File: src/rtl/bcp_pkg.sv
// ---------------------------------------------------------------------------
// bcp_pkg
// Shared definitions for the BCP clause scanner:
//   - scan_state_t : scanner FSM states (IDLE/FETCH/EVAL/DONE)
//   - DEF_ADDRESS_WIDTH / DEF_VAR_NUM : default var_table geometry
//   - popcount_sat2 : population count that saturates at 2 (0, 1, "2 or more")
// ---------------------------------------------------------------------------
package bcp_pkg;

    localparam int DEF_ADDRESS_WIDTH = 3;
    localparam int DEF_VAR_NUM       = 8;

    // Widest clause row popcount_sat2 accepts; narrower rows are zero-extended.
    localparam int MAX_VARS = 64;

    typedef enum logic [1:0] {
        ST_IDLE  = 2'd0,
        ST_FETCH = 2'd1,
        ST_EVAL  = 2'd2,
        ST_DONE  = 2'd3
    } scan_state_t;

    // Unit detection only needs to tell 0, 1 and "more than one" apart,
    // so the count stops at 2.
    function automatic logic [1:0] popcount_sat2(input logic [MAX_VARS-1:0] v);
        logic [1:0] cnt;
        cnt = 2'd0;
        for (int i = 0; i < MAX_VARS; i++) begin
            if (v[i] && (cnt != 2'd2)) begin
                cnt = cnt + 2'd1;
            end
        end
        return cnt;
    endfunction

endpackage

File: src/rtl/bcp_clause_eval.sv
// ---------------------------------------------------------------------------
// bcp_clause_eval
// Combinational evaluation of one clause row against an assignment snapshot.
// Row bit i set means the clause contains the positive literal of variable i.
// Ports:
//   i_row       clause row from var_table
//   i_mask      1 = variable assigned
//   i_val       assigned value (meaningful where i_mask=1)
//   o_sat       some literal of the clause is true
//   o_unit      clause not satisfied and exactly one literal unassigned
//   o_conflict  clause not satisfied and no literal unassigned
//   o_unit_var  one-hot implied variable when o_unit=1, else 0
// An all-zero row is an empty slot: never unit, never conflict.
// ---------------------------------------------------------------------------
module bcp_clause_eval
    import bcp_pkg::*;
#(
    parameter int VAR_NUM = DEF_VAR_NUM
) (
    input  logic [VAR_NUM-1:0] i_row,
    input  logic [VAR_NUM-1:0] i_mask,
    input  logic [VAR_NUM-1:0] i_val,
    output logic               o_sat,
    output logic               o_unit,
    output logic               o_conflict,
    output logic [VAR_NUM-1:0] o_unit_var
);

    logic [VAR_NUM-1:0] w_unassigned;
    logic [1:0]         w_free;
    logic               w_empty;

    assign w_empty      = (i_row == '0);
    assign w_unassigned = i_row & ~i_mask;
    assign w_free       = popcount_sat2(MAX_VARS'(w_unassigned));

    assign o_sat      = |(i_row & i_mask & i_val);
    assign o_unit     = !w_empty && !o_sat && (w_free == 2'd1);
    assign o_conflict = !w_empty && !o_sat && (w_free == 2'd0);
    // With exactly one free literal the unassigned vector is already one-hot.
    assign o_unit_var = o_unit ? w_unassigned : '0;

endmodule

File: src/rtl/bcp_clause_scanner.sv
// ---------------------------------------------------------------------------
// bcp_clause_scanner
// Scans var_table rows 0..CLAUSE_NUM-1 against a snapshot of the current
// assignment, accumulating implied variables and the first conflicting clause.
// Two cycles per row (FETCH issues the read, EVAL consumes the data).
// Optional build macro: CONFLICT_EARLY_EXIT_EN -- stop the scan at the first
// conflicting row instead of reading the remaining rows.
// Ports:
//   i_clock, i_reset (async, active-low)
//   i_start                  begin scan (honoured only in IDLE)
//   i_assign_mask/_val       current assignment, snapshotted at start
//   o_tbl_en/_r_w/_address/_din, i_tbl_dout   var_table read port
//   o_busy, o_done           status; o_done is a one-cycle pulse
//   o_conflict/_addr         first fully falsified clause
//   o_imply_mask             OR of all implied variables (implied value 1)
//   o_unit_count             number of unit clauses found
// ---------------------------------------------------------------------------
module bcp_clause_scanner
    import bcp_pkg::*;
#(
    parameter int ADDRESS_WIDTH = DEF_ADDRESS_WIDTH,
    parameter int VAR_NUM       = DEF_VAR_NUM,
    parameter int CLAUSE_NUM    = 8
) (
    input  logic                     i_clock,
    input  logic                     i_reset,
    input  logic                     i_start,
    input  logic [VAR_NUM-1:0]       i_assign_mask,
    input  logic [VAR_NUM-1:0]       i_assign_val,
    output logic                     o_tbl_en,
    output logic                     o_tbl_r_w,
    output logic [ADDRESS_WIDTH-1:0] o_tbl_address,
    output logic [VAR_NUM-1:0]       o_tbl_din,
    input  logic [VAR_NUM-1:0]       i_tbl_dout,
    output logic                     o_busy,
    output logic                     o_done,
    output logic                     o_conflict,
    output logic [ADDRESS_WIDTH-1:0] o_conflict_addr,
    output logic [VAR_NUM-1:0]       o_imply_mask,
    output logic [ADDRESS_WIDTH:0]   o_unit_count
);

    localparam logic [ADDRESS_WIDTH-1:0] LAST_ADDR = ADDRESS_WIDTH'(CLAUSE_NUM - 1);

    scan_state_t              r_state;
    logic [VAR_NUM-1:0]       r_mask;
    logic [VAR_NUM-1:0]       r_val;
    logic [ADDRESS_WIDTH-1:0] r_addr;
    logic                     r_tbl_en;
    logic                     r_busy;
    logic                     r_done;
    logic                     r_conflict;
    logic [ADDRESS_WIDTH-1:0] r_conflict_addr;
    logic [VAR_NUM-1:0]       r_imply_mask;
    logic [ADDRESS_WIDTH:0]   r_unit_count;

    logic                     w_sat;
    logic                     w_unit;
    logic                     w_conflict;
    logic [VAR_NUM-1:0]       w_unit_var;
    logic                     w_first_conflict;

    bcp_clause_eval #(
        .VAR_NUM (VAR_NUM)
    ) u_eval (
        .i_row      (i_tbl_dout),
        .i_mask     (r_mask),
        .i_val      (r_val),
        .o_sat      (w_sat),
        .o_unit     (w_unit),
        .o_conflict (w_conflict),
        .o_unit_var (w_unit_var)
    );

    assign w_first_conflict = !w_sat && w_conflict && !r_conflict;

    always_ff @(posedge i_clock or negedge i_reset) begin
        if (!i_reset) begin
            r_state         <= ST_IDLE;
            r_mask          <= '0;
            r_val           <= '0;
            r_addr          <= '0;
            r_tbl_en        <= 1'b0;
            r_busy          <= 1'b0;
            r_done          <= 1'b0;
            r_conflict      <= 1'b0;
            r_conflict_addr <= '0;
            r_imply_mask    <= '0;
            r_unit_count    <= '0;
        end else begin
            r_done <= 1'b0;
            case (r_state)
                ST_IDLE: begin
                    if (i_start) begin
                        r_mask          <= i_assign_mask;
                        r_val           <= i_assign_val;
                        r_conflict      <= 1'b0;
                        r_conflict_addr <= '0;
                        r_imply_mask    <= '0;
                        r_unit_count    <= '0;
                        r_addr          <= '0;
                        r_busy          <= 1'b1;
                        r_tbl_en        <= 1'b1;
                        r_state         <= ST_FETCH;
                    end
                end
                ST_FETCH: begin
                    // var_table samples the address at this edge; data is
                    // on i_tbl_dout during EVAL.
                    r_tbl_en <= 1'b0;
                    r_state  <= ST_EVAL;
                end
                ST_EVAL: begin
                    if (!w_sat && w_unit) begin
                        r_imply_mask <= r_imply_mask | w_unit_var;
                        r_unit_count <= r_unit_count + 1'b1;
                    end
                    if (w_first_conflict) begin
                        r_conflict      <= 1'b1;
                        r_conflict_addr <= r_addr;
                    end
`ifdef CONFLICT_EARLY_EXIT_EN
                    if (w_first_conflict || (r_addr == LAST_ADDR)) begin
                        r_state <= ST_DONE;
                    end else begin
                        r_addr   <= r_addr + 1'b1;
                        r_tbl_en <= 1'b1;
                        r_state  <= ST_FETCH;
                    end
`else
                    if (r_addr == LAST_ADDR) begin
                        r_state <= ST_DONE;
                    end else begin
                        r_addr   <= r_addr + 1'b1;
                        r_tbl_en <= 1'b1;
                        r_state  <= ST_FETCH;
                    end
`endif
                end
                ST_DONE: begin
                    r_done  <= 1'b1;
                    r_busy  <= 1'b0;
                    r_state <= ST_IDLE;
                end
                default: begin
                    r_state <= ST_IDLE;
                end
            endcase
        end
    end

    assign o_tbl_en        = r_tbl_en;
    assign o_tbl_r_w       = r_tbl_en;   // only ever reads
    assign o_tbl_address   = r_addr;
    assign o_tbl_din       = '0;
    assign o_busy          = r_busy;
    assign o_done          = r_done;
    assign o_conflict      = r_conflict;
    assign o_conflict_addr = r_conflict_addr;
    assign o_imply_mask    = r_imply_mask;
    assign o_unit_count    = r_unit_count;

endmodule

File: config.mk
export PLATFORM = sky130hd
export DESIGN_NAME = bcp_clause_scanner
export DESIGN_NICKNAME = d
export VERILOG_FILES = /design/src/rtl/bcp_pkg.sv /design/src/rtl/bcp_clause_eval.sv /design/src/rtl/bcp_clause_scanner.sv
export SDC_FILE = /design/constraint.sdc
export NUM_CORES = 1
export LEC_CHECK = 0
export ABC_AREA = 1
export BUFFER_PORTS_ARGS = -buffer_cell sky130_fd_sc_hd__clkbuf_2
export CAP_MARGIN = 20
export CORE_UTILIZATION = 57
export CTS_CLUSTER_SIZE = 25
export DETAILED_ROUTE_END_ITERATION = 8
export PLACE_DENSITY = 0.93
export SLEW_MARGIN = 20
export SYNTH_ARGS = -nofsm -noshare
export SYNTH_HDL_FRONTEND = slang
export SYNTH_SLANG_ARGS = --single-unit
File: constraint.sdc
create_clock -name i_clock -period 7.4 [get_ports i_clock]
set_input_delay 1.11 -clock i_clock [delete_from_list [all_inputs] [get_ports i_clock]]
set_output_delay 1.11 -clock i_clock [all_outputs]
set_load 0.01 [all_outputs]
==> flow_summary.toml, run 1 <==
[worst_setup_path]
cp.required_ps = 7610
arrival_ps = 6400
crit_type = "primary input to flip-flop"
critPathMostFrequentCell = "ha_1"
reg2reg_from = "r_mask[0]"
reg2regPathDepth = 33
reg2reg_slack_ps = 1740
cpPeakStageDelay_ps = 370
r2r-end = "o_imply_mask[7]"
path_max_fanout = 9
cp-start-kind = "primary input"
cp-end-kind = "flip-flop"
slowest_stage = "nor3_1"

[sta]
hold_viol = 0
maxClockFrequency_ghz = 0.1615
period_share = 0.8369
slew_headroom = 0.3700
worst_pin_slew_ps = 945.0
rsz0062_at_grt = "false"
fin_hold_ws_ps = 476.2
skew_ps = 5.121
fin_crit_ps = 6193
slew_violations = 0
setup_ws_ps = 1207
finalSetupViolations = 0
tns_ps = 0

[synth]
ys_async_sr_fraction = 1.000
syn-cell-area_mm2 = 0.002313
ys.flop_type = "dfrtp_1"
seq_area_frac_synth = 0.4327
synth_common_cells = "75 x nand2_1, 40 x dfrtp_1, 39 x nand3_1"
synth_edf_count = 0
synth_area_per_cell_um2 = 8.061
ys_ff_latch = 40
ys.warnings.count = 0
ys_types = 26
synth.area.top_cells = "dfrtp_1 43%, nand2_1 12%, nand3_1 8.4%, ha_1 5.9%, inv_1 5.5%"
synth_top_area_share = 0.4327
yosys.area.top_type = "dfrtp_1"
syn_inst = 287
synth_most_common_cell = "nand2_1"

[floorplan]
dieArea_mm2 = 0.004318
row_count = 22
initial_utilization = 0.6135
fp.dieW_um = 65.71
die_y_um = 65.71
core_mm2 = 0.003771
io_pins = 58

[final_layout]
stdcell_count = 386
nFillCells = 297
layout.nets = 375
layout-area-overhead-vs-synth_pct = 14.44
final_area_mm2 = 0.002648
utilization = 0.7021
antenna_cells = 0
drive_gt1_frac = 0.2456

[clock_tree]
htreeDepth = 2
clock_path_buffers = 2
clock-root-buffer = "clkbuf_8"
cts_setup_buffers = 0
clk_pin_slew_ps = 70
clock_latency_ps = 300
cts_buffers = 5
cts_sinks = 40
cts_tree = "yes"
cts_hold_buffers = 0
post_cts_resize_count = 0

[place]
preCtsSetupSlack_ps = 1030
dp_cells = 378
hpwlAfterDp_um = 3771
placement.io_buffers = 49
place_area_mm2 = 0.002562
gp_congestion = 0.8366

[route]
avgViaCountPerCell = 5.337
drt_first_pass_iters = 4
drcViolationCount = 0
wl_per_cell_um = 12.73
postRouteAntennaNets = 0
vias = 2060
routed_wl_um = 4913
drtIter0Drc = 121

[power]
ir_worst_vdd_mv = 0.2119
power_density_mw_per_mm2 = 452.1
total_power_mw = 1.197
p_leak_nw = 1.494

[global_route]
antenna_found_initial = 0
grt-ovfl-total = 0
grt_max_degree = 41
grt_pass1_vias = 1987
grt_pass1_wl_um = 8562
grtUsageTotal = 0.2640

[worst_hold_path]
hp-class = "flip-flop to flip-flop"
hold_depth = 2
holdPathEnd = "o_conflict_addr[0]"
hold_start = "o_conflict_addr[0]"

[run_status]
status = "finished clean"

[job]
maxCapViolCount = 0
worst max-delay path by stage:
stage	from	to	cells after the start
after floorplan	i_tbl_dout[0]	o_unit_count[2]	37
after global placement	i_tbl_dout[0]	o_unit_count[1]	38
after detailed placement	i_tbl_dout[0]	o_imply_mask[7]	35
after global routing	i_tbl_dout[0]	o_imply_mask[7]	36
final	i_tbl_dout[0]	o_imply_mask[7]	35
after CTS	i_tbl_dout[0]	o_imply_mask[7]	35
registers in the layout (all words and copies together) (netlist names):
register and flops:
o_unit_count 4, o_conflict 1, o_imply_mask 8, o_tbl_address 3, o_busy 1, o_conflict_addr 3
r_val 8, o_done 1, r_state 2, r_mask 8, o_tbl_en 1
worst max-delay path, delay by kind of cell:
family          cells  cell delay (ps)
buf+inv             7              700
simple gates       20             3090
compound gates      2              260
fa+ha+maj           6             1230
report_power, final:
part / internal [mW] / total (mW) / leakage [nW] / switching (mW)
Combinational: 0.239 / 0.681 / 0.938 / 0.442
Clock: 0.0673 / 0.142 / 0.0424 / 0.0749
Sequential: 0.309 / 0.374 / 0.513 / 0.0649
cell type report:
type	count	area (um2)	area share
Multi-Input combinational cell	203	1109	0.4187
Sequential cell	40	1001	0.3781
Timing Repair Buffer	49	245.2	0.09263
Inverter	38	147.6	0.05577
Clock buffer	7	76.32	0.02883
Tap cell	48	60.06	0.02268
Clock inverter	1	8.758	0.003308
layout by cell type, fill, tap and decap left out, types with 2 or more instances in the layout:
cell type,n
clkbuf_8,5
conb_1,8
nand2_1,75
dfrtp_1,40
ha_1,11
nand3_1,39
nor3_1,3
nand2_4,6
nand2_2,8
clkbuf_1,2
a21oi_1,8
nand4_1,7
xor2_1,2
nor4_1,2
nand3_2,6
nor2_1,12
and2_1,2
clkbuf_2,49
inv_1,34
nor2_4,3
inv_2,3
o21ai_0,7
cell families (layout without fill, tap and decap cells):
| group | after synthesis | after routing | synth area share |
|---|---|---|---|
| muxes | 1 | 1 | 0.004327 |
| buffers and inverters | 51 | 95 | 0.09951 |
| other | 1 | 8 | 0.001621 |
| and+or+nand+nor | 165 | 165 | 0.3586 |
| DFF | 40 | 40 | 0.4327 |
| AOI/OAI and AO/OA | 16 | 16 | 0.03624 |
| adders and majority gates | 11 | 11 | 0.05949 |
| xor gates and xnor gates | 2 | 2 | 0.007573 |
layer usage:
metal	track usage	share of wire
met5	0	0
met1	0.3318	0.41
met2	0.4286	0.50
met3	0.05903	0.074
met4	0.1223	0.017
(Power assumes the default switching activity.)
==> inputs of run 2 (changes only) <==
--- a/config.mk
+++ b/config.mk
@@ -8,10 +8,10 @@
 export ABC_AREA = 1
 export BUFFER_PORTS_ARGS = -buffer_cell sky130_fd_sc_hd__clkbuf_2
 export CAP_MARGIN = 20
-export CORE_UTILIZATION = 57
+export CORE_UTILIZATION = 48
 export CTS_CLUSTER_SIZE = 25
 export DETAILED_ROUTE_END_ITERATION = 8
-export PLACE_DENSITY = 0.93
+export PLACE_DENSITY = 0.84
 export SLEW_MARGIN = 20
 export SYNTH_ARGS = -nofsm -noshare
 export SYNTH_HDL_FRONTEND = slang
==> constraint.sdc (replaced) <==
create_clock -name i_clock -period 5.2 [get_ports i_clock]
set_input_delay 0.78 -clock i_clock [delete_from_list [all_inputs] [get_ports i_clock]]
set_output_delay 0.78 -clock i_clock [all_outputs]
set_load 0.01 [all_outputs]
==> run 2 against run 1 <==
Worst hold slack better by 8.4 ps. Clock skew rose by 2.9 ps. Count of clock-buffer cells in the layout shrank 1. Combinational power up 82%. Utilization is 4.5 points lower. Cell count is 9.8% higher. Sequential power grew 45%. Cell area grew 12%. Die area increased by 18%. Sequential share of layout area is 4.0 points lower. Worst setup slack lost 900 ps.
==> flow_summary.toml, run 2 (synthesized netlist as in run 1, its figures left out) <==
[run_status]
status = "finished clean"

[place]
dp_cells = 415
placement.io_buffers = 49
gp_congestion = 0.9310
hpwlAfterDp_um = 4063
place_area_mm2 = 0.002820
preCtsSetupSlack_ps = -248.8

[route]
drcViolationCount = 0
drtIter0Drc = 153
wl_per_cell_um = 12.89
routed_wl_um = 5467
postRouteAntennaNets = 0
avgViaCountPerCell = 5.177
drt_first_pass_iters = 4
vias = 2195

[clock_tree]
htreeDepth = 2
cts_sinks = 40
clk_pin_slew_ps = 80
cts_buffers = 5
clock_latency_ps = 290
cts_setup_buffers = 0
cts_tree = "yes"
clock-root-buffer = "clkbuf_8"
clock_path_buffers = 2

[global_route]
grt-ovfl-total = 0
grt_max_degree = 41
grt_pass1_wl_um = 9384
grtUsageTotal = 0.2331
grt_pass1_vias = 2155
antenna_found_initial = 0

[worst_setup_path]
reg2reg_from = "r_mask[0]"
cp-start-kind = "primary input"
crit_type = "primary input to flip-flop"
r2r-end = "o_conflict"
slowest_stage = "ha_1"
cp-end-kind = "flip-flop"
reg2reg_slack_ps = 470
cp.required_ps = 5340
endpoint = "o_conflict"
path_max_fanout = 5
critPathMostFrequentCell = "ha_1"
cpPeakStageDelay_ps = 300
startpoint = "i_tbl_dout[0]"
arrival_ps = 5030
reg2regPathDepth = 35

[power]
power.net_switching_mw = 0.9248
power_frac_clock = 0.110
internal_power_mw = 1.081
pwr-share-comb = 0.620
sw_frac_of_total = 0.4611
ir_worst_vdd_mv = 0.3450
power_density_mw_per_mm2 = 677.5
p_leak_nw = 1.661
power_frac_seq = 0.271

[sta]
period_share = 0.9406
maxClockFrequency_ghz = 0.2044
hold_viol = 0
finalSetupViolations = 0
skew_ps = 7.988
slew_violations = 0
fin_crit_ps = 4891
worst_pin_slew_ps = 960.3
setup_ws_ps = 308.6
tns_ps = 0
slew_headroom = 0.3598

[floorplan]
initial_utilization = 0.5136
core_mm2 = 0.004504
die_y_um = 71.43
dieArea_mm2 = 0.005102
row_count = 24
fp.dieW_um = 71.43
io_pins = 58

[final_layout]
stdcell_count = 424
mostFrequentLayoutCells = "75 x nand2_1, 49 x clkbuf_2, 40 x dfrtp_1"
layout.nets = 409
layout_commonest_cell = "nand2_1"
layout-area-overhead-vs-synth_pct = 27.96
antenna_cells = 0
drive_gt1_frac = 0.3522
final_area_mm2 = 0.002960
utilization = 0.6572

[worst_hold_path]
hp-class = "flip-flop to flip-flop"

[job]
maxCapViolCount = 0
run 2: how the worst min path moves through the flow:
stage                                   from            endpoint  slack, ps  cells past startpoint
after detailed placement            r_val[2]            r_val[2]        470                      2
after CTS                           r_val[2]            r_val[2]        490                      2
after floorplan                     r_val[0]            r_val[0]        450                      2
final                     o_conflict_addr[2]  o_conflict_addr[2]        480                      2
after global placement    o_conflict_addr[0]  o_conflict_addr[0]        460                      2
after global routing                r_val[1]            r_val[1]        530                      2
run 2: critical path: cells and delay by family:
kind | cells | cell delay, ps
AOI/OAI and AO/OA | 2 | 210
adders and majority gates | 6 | 1270
buffers and inverters | 8 | 580
and+or+nand+nor | 21 | 2150
run 2: power by group through the flow:
stage	Combinational, mW	Clock [mW]	Sequential [mW]
6_report	1.24	0.220	0.543
5_1_grt	1.38	0.238	0.559
4_1_cts	1.19	0.223	0.535
3_5_place_dp	1.16	0	0.539
3_3_place_gp	1.12	0	0.534
2_1_floorplan	0.710	0	0.550
run 2: repair_timing:
item / CTS / global route
gates resized for setup: 3 / 12
pin swaps: 4 / 8
cloned: 1 / 0
hold buffers: 0 / 0
setup endpoints to repair: 7 / 16
run 2: stage by stage:
stage	hold slack (ps)	total power [mW]
floorplan	449.5	1.260
global placement	456.0	1.651
detailed placement	466.9	1.694
CTS	487.8	1.950
global route	525.3	2.178
finish	484.6	2.006
run 2: layout make-up:
cell class	count	area [um2]
Clock buffer	6	82.58
Timing Repair Buffer	82	493.0
Clock inverter	2	13.76
Inverter	38	147.6
Fill cell	375	1544
Sequential cell	40	1001
Tap cell	52	65.06
Multi-Input combinational cell	204	1157
run 2: layer usage:
layer / global-route usage / vias up / part of all wire
met3: 0.04641 / 13 / 0.065
met1: 0.3144 / 1016 / 0.44
met2: 0.3831 / 85 / 0.48
met4: 0.06667 / 0 / 0.018
met5: 0 / - / 0
li1: - / 1081 / -
==> inputs of run 3 (changes only) <==
--- a/config.mk
+++ b/config.mk
@@ -11,6 +11,7 @@
 export CORE_UTILIZATION = 48
 export CTS_CLUSTER_SIZE = 25
 export DETAILED_ROUTE_END_ITERATION = 8
+export MAX_ROUTING_LAYER = met4
 export PLACE_DENSITY = 0.84
 export SLEW_MARGIN = 20
 export SYNTH_ARGS = -nofsm -noshare
==> run 3 against run 2 <==
Via count down 0.18%. Worst setup slack got worse by 3.4 ps. Non-clock buffer count unchanged. Count of clock-buffer cells in the layout unchanged. Critical path depth is the same. Maximum frequency is essentially flat. Sequential share of layout area is the same. Cell count unchanged. Power up 0.13%. Worst hold slack hardly changed. Critical path type unchanged. Critical endpoint unchanged. Highest routed layer unchanged.
==> flow_summary.toml, run 3 (synthesized netlist as in run 1, its figures left out) <==
[run_status]
status = "finished clean"

[floorplan]
dieArea_mm2 = 0.005102
core_mm2 = 0.004504
row_count = 24
io_pins = 58
fp.dieW_um = 71.43
initial_utilization = 0.5136
die_y_um = 71.43

[sta]
fin_crit_ps = 4895
maxClockFrequency_ghz = 0.2043
skew_ps = 6.833
slew_headroom = 0.3519
tns_ps = 0
period_share = 0.9413
hold_viol = 0
slew_violations = 0
worst_pin_slew_ps = 972.2
finalSetupViolations = 0

[worst_setup_path]
cp-end-kind = "flip-flop"
crit_family = "simple AND/OR/NAND/NOR gates"
arrival_ps = 5040
cpPeakStageDelay_ps = 300
cp-start-kind = "primary input"
critPathBufInv = 8
cp.required_ps = 5340
crit_type = "primary input to flip-flop"
path_max_fanout = 5
slowest_stage = "ha_1"

[final_layout]
mostFrequentLayoutCells = "75 x nand2_1, 49 x clkbuf_2, 40 x dfrtp_1"
stdcell_count = 424
antenna_cells = 0
layout_commonest_cell = "nand2_1"
layout.nets = 409
drive_gt1_frac = 0.3548
layout-area-overhead-vs-synth_pct = 27.96
utilization = 0.6572

[clock_tree]
clock-root-buffer = "clkbuf_8"
cts_tree = "yes"
clock_path_buffers = 2
htreeDepth = 2
cts_sinks = 40
clk_pin_slew_ps = 80
cts_buffers = 5
cts_hold_buffers = 0
clock_latency_ps = 290
cts_setup_buffers = 0

[global_route]
antenna_found_initial = 0
grt_pass1_wl_um = 9342
grtUsageTotal = 0.2388
grt_pass1_vias = 2154
grt-ovfl-total = 0
grt_max_degree = 41

[route]
drtIter0Drc = 132
routed_wl_um = 5505
drt_first_pass_iters = 4
wl_per_cell_um = 12.98
drcViolationCount = 0
vias = 2191
postRouteAntennaNets = 0
avgViaCountPerCell = 5.167

[place]
hpwlAfterDp_um = 4063
placement.io_buffers = 49
dp_cells = 415
gp_congestion = 0.9475

[worst_hold_path]
hp-class = "flip-flop to flip-flop"

[power]
power_density_mw_per_mm2 = 678.4
ir_worst_vdd_mv = 0.3485
p_leak_nw = 1.660
total_power_mw = 2.008

[job]
maxCapViolCount = 0
## run 3: changes by cell type in the layout (fill, tap and decap cells not counted)
cell   change
inv_1      -1
inv_2      +1
## run 3: metal layers
metal | GRT usage | wire, um
met1 | 0.3135 | 2465
met4 | 0.07556 | 96
met3 | 0.03657 | 266
met2 | 0.3820 | 2677
met5 | - | 0
## run 3: repair_timing
item | in CTS | in global routing
gates resized for setup | 3 | 13
pin swaps | 4 | 8
gates cloned | 1 | 0
endpoints found under the setup margin | 7 | 16
## run 3: final timing paths
check / startpoint / to / slack (ps) / depth (start not counted)
setup reg to reg: r_mask[0] / o_conflict / 460 / 35
hold reg to reg: o_conflict_addr[2] / o_conflict_addr[2] / 480 / 2
hold / removal: o_conflict_addr[2] / o_conflict_addr[2] / 480 / 2
min in group asynchronous: i_reset / o_conflict_addr[2] / 630 / 1
setup / recovery: i_tbl_dout[0] / o_conflict / 310 / 37
max in group asynchronous: i_reset / r_val[3] / 3960 / 1
## run 3: layout make-up
class / instances / area, um2
fillers: 375 / 1544
inverters: 38 / 147.6
clock buffers: 6 / 82.58
flip-flops and latches: 40 / 1001
multi-input cells: 204 / 1157
repair buffers: 82 / 493.0
clock inverters: 2 / 13.76
well taps: 52 / 65.06
## run 3: stage by stage
| step | worst slack (ps) | cell area (um2) | hold slack [ps] |
|---|---|---|---|
| after floorplan | 32.70 | 2345 | 449.5 |
| after global placement | -25.44 | 2820 | 456.0 |
| after detailed placement | -248.8 | 2820 | 466.9 |
| after CTS | 3.062 | 2928 | 487.8 |
| after global routing | -15.55 | 2960 | 525.3 |
| final | 305.3 | 2960 | 484.2 |
## run 3: power breakdown
group	switching [mW]	total (mW)	internal (mW)	leakage, nW
sequential	0.102	0.541	0.439	0.513
clock	0.112	0.221	0.109	0.0516
combinational	0.712	1.25	0.534	1.10
total	0.926	2.01	1.08	1.66
## run 3: worst reg2reg max path: cells and delay by family, from the launching register on
| family | cells | cell delay [ps] |
|---|---|---|
| buffers and inverters | 6 | 480 |
| AND/OR/NAND/NOR | 21 | 2170 |
| flip-flops | 1 | 440 |
| AO/OA/AOI/OAI | 2 | 210 |
| adder cells (fa/ha/maj) | 6 | 1300 |
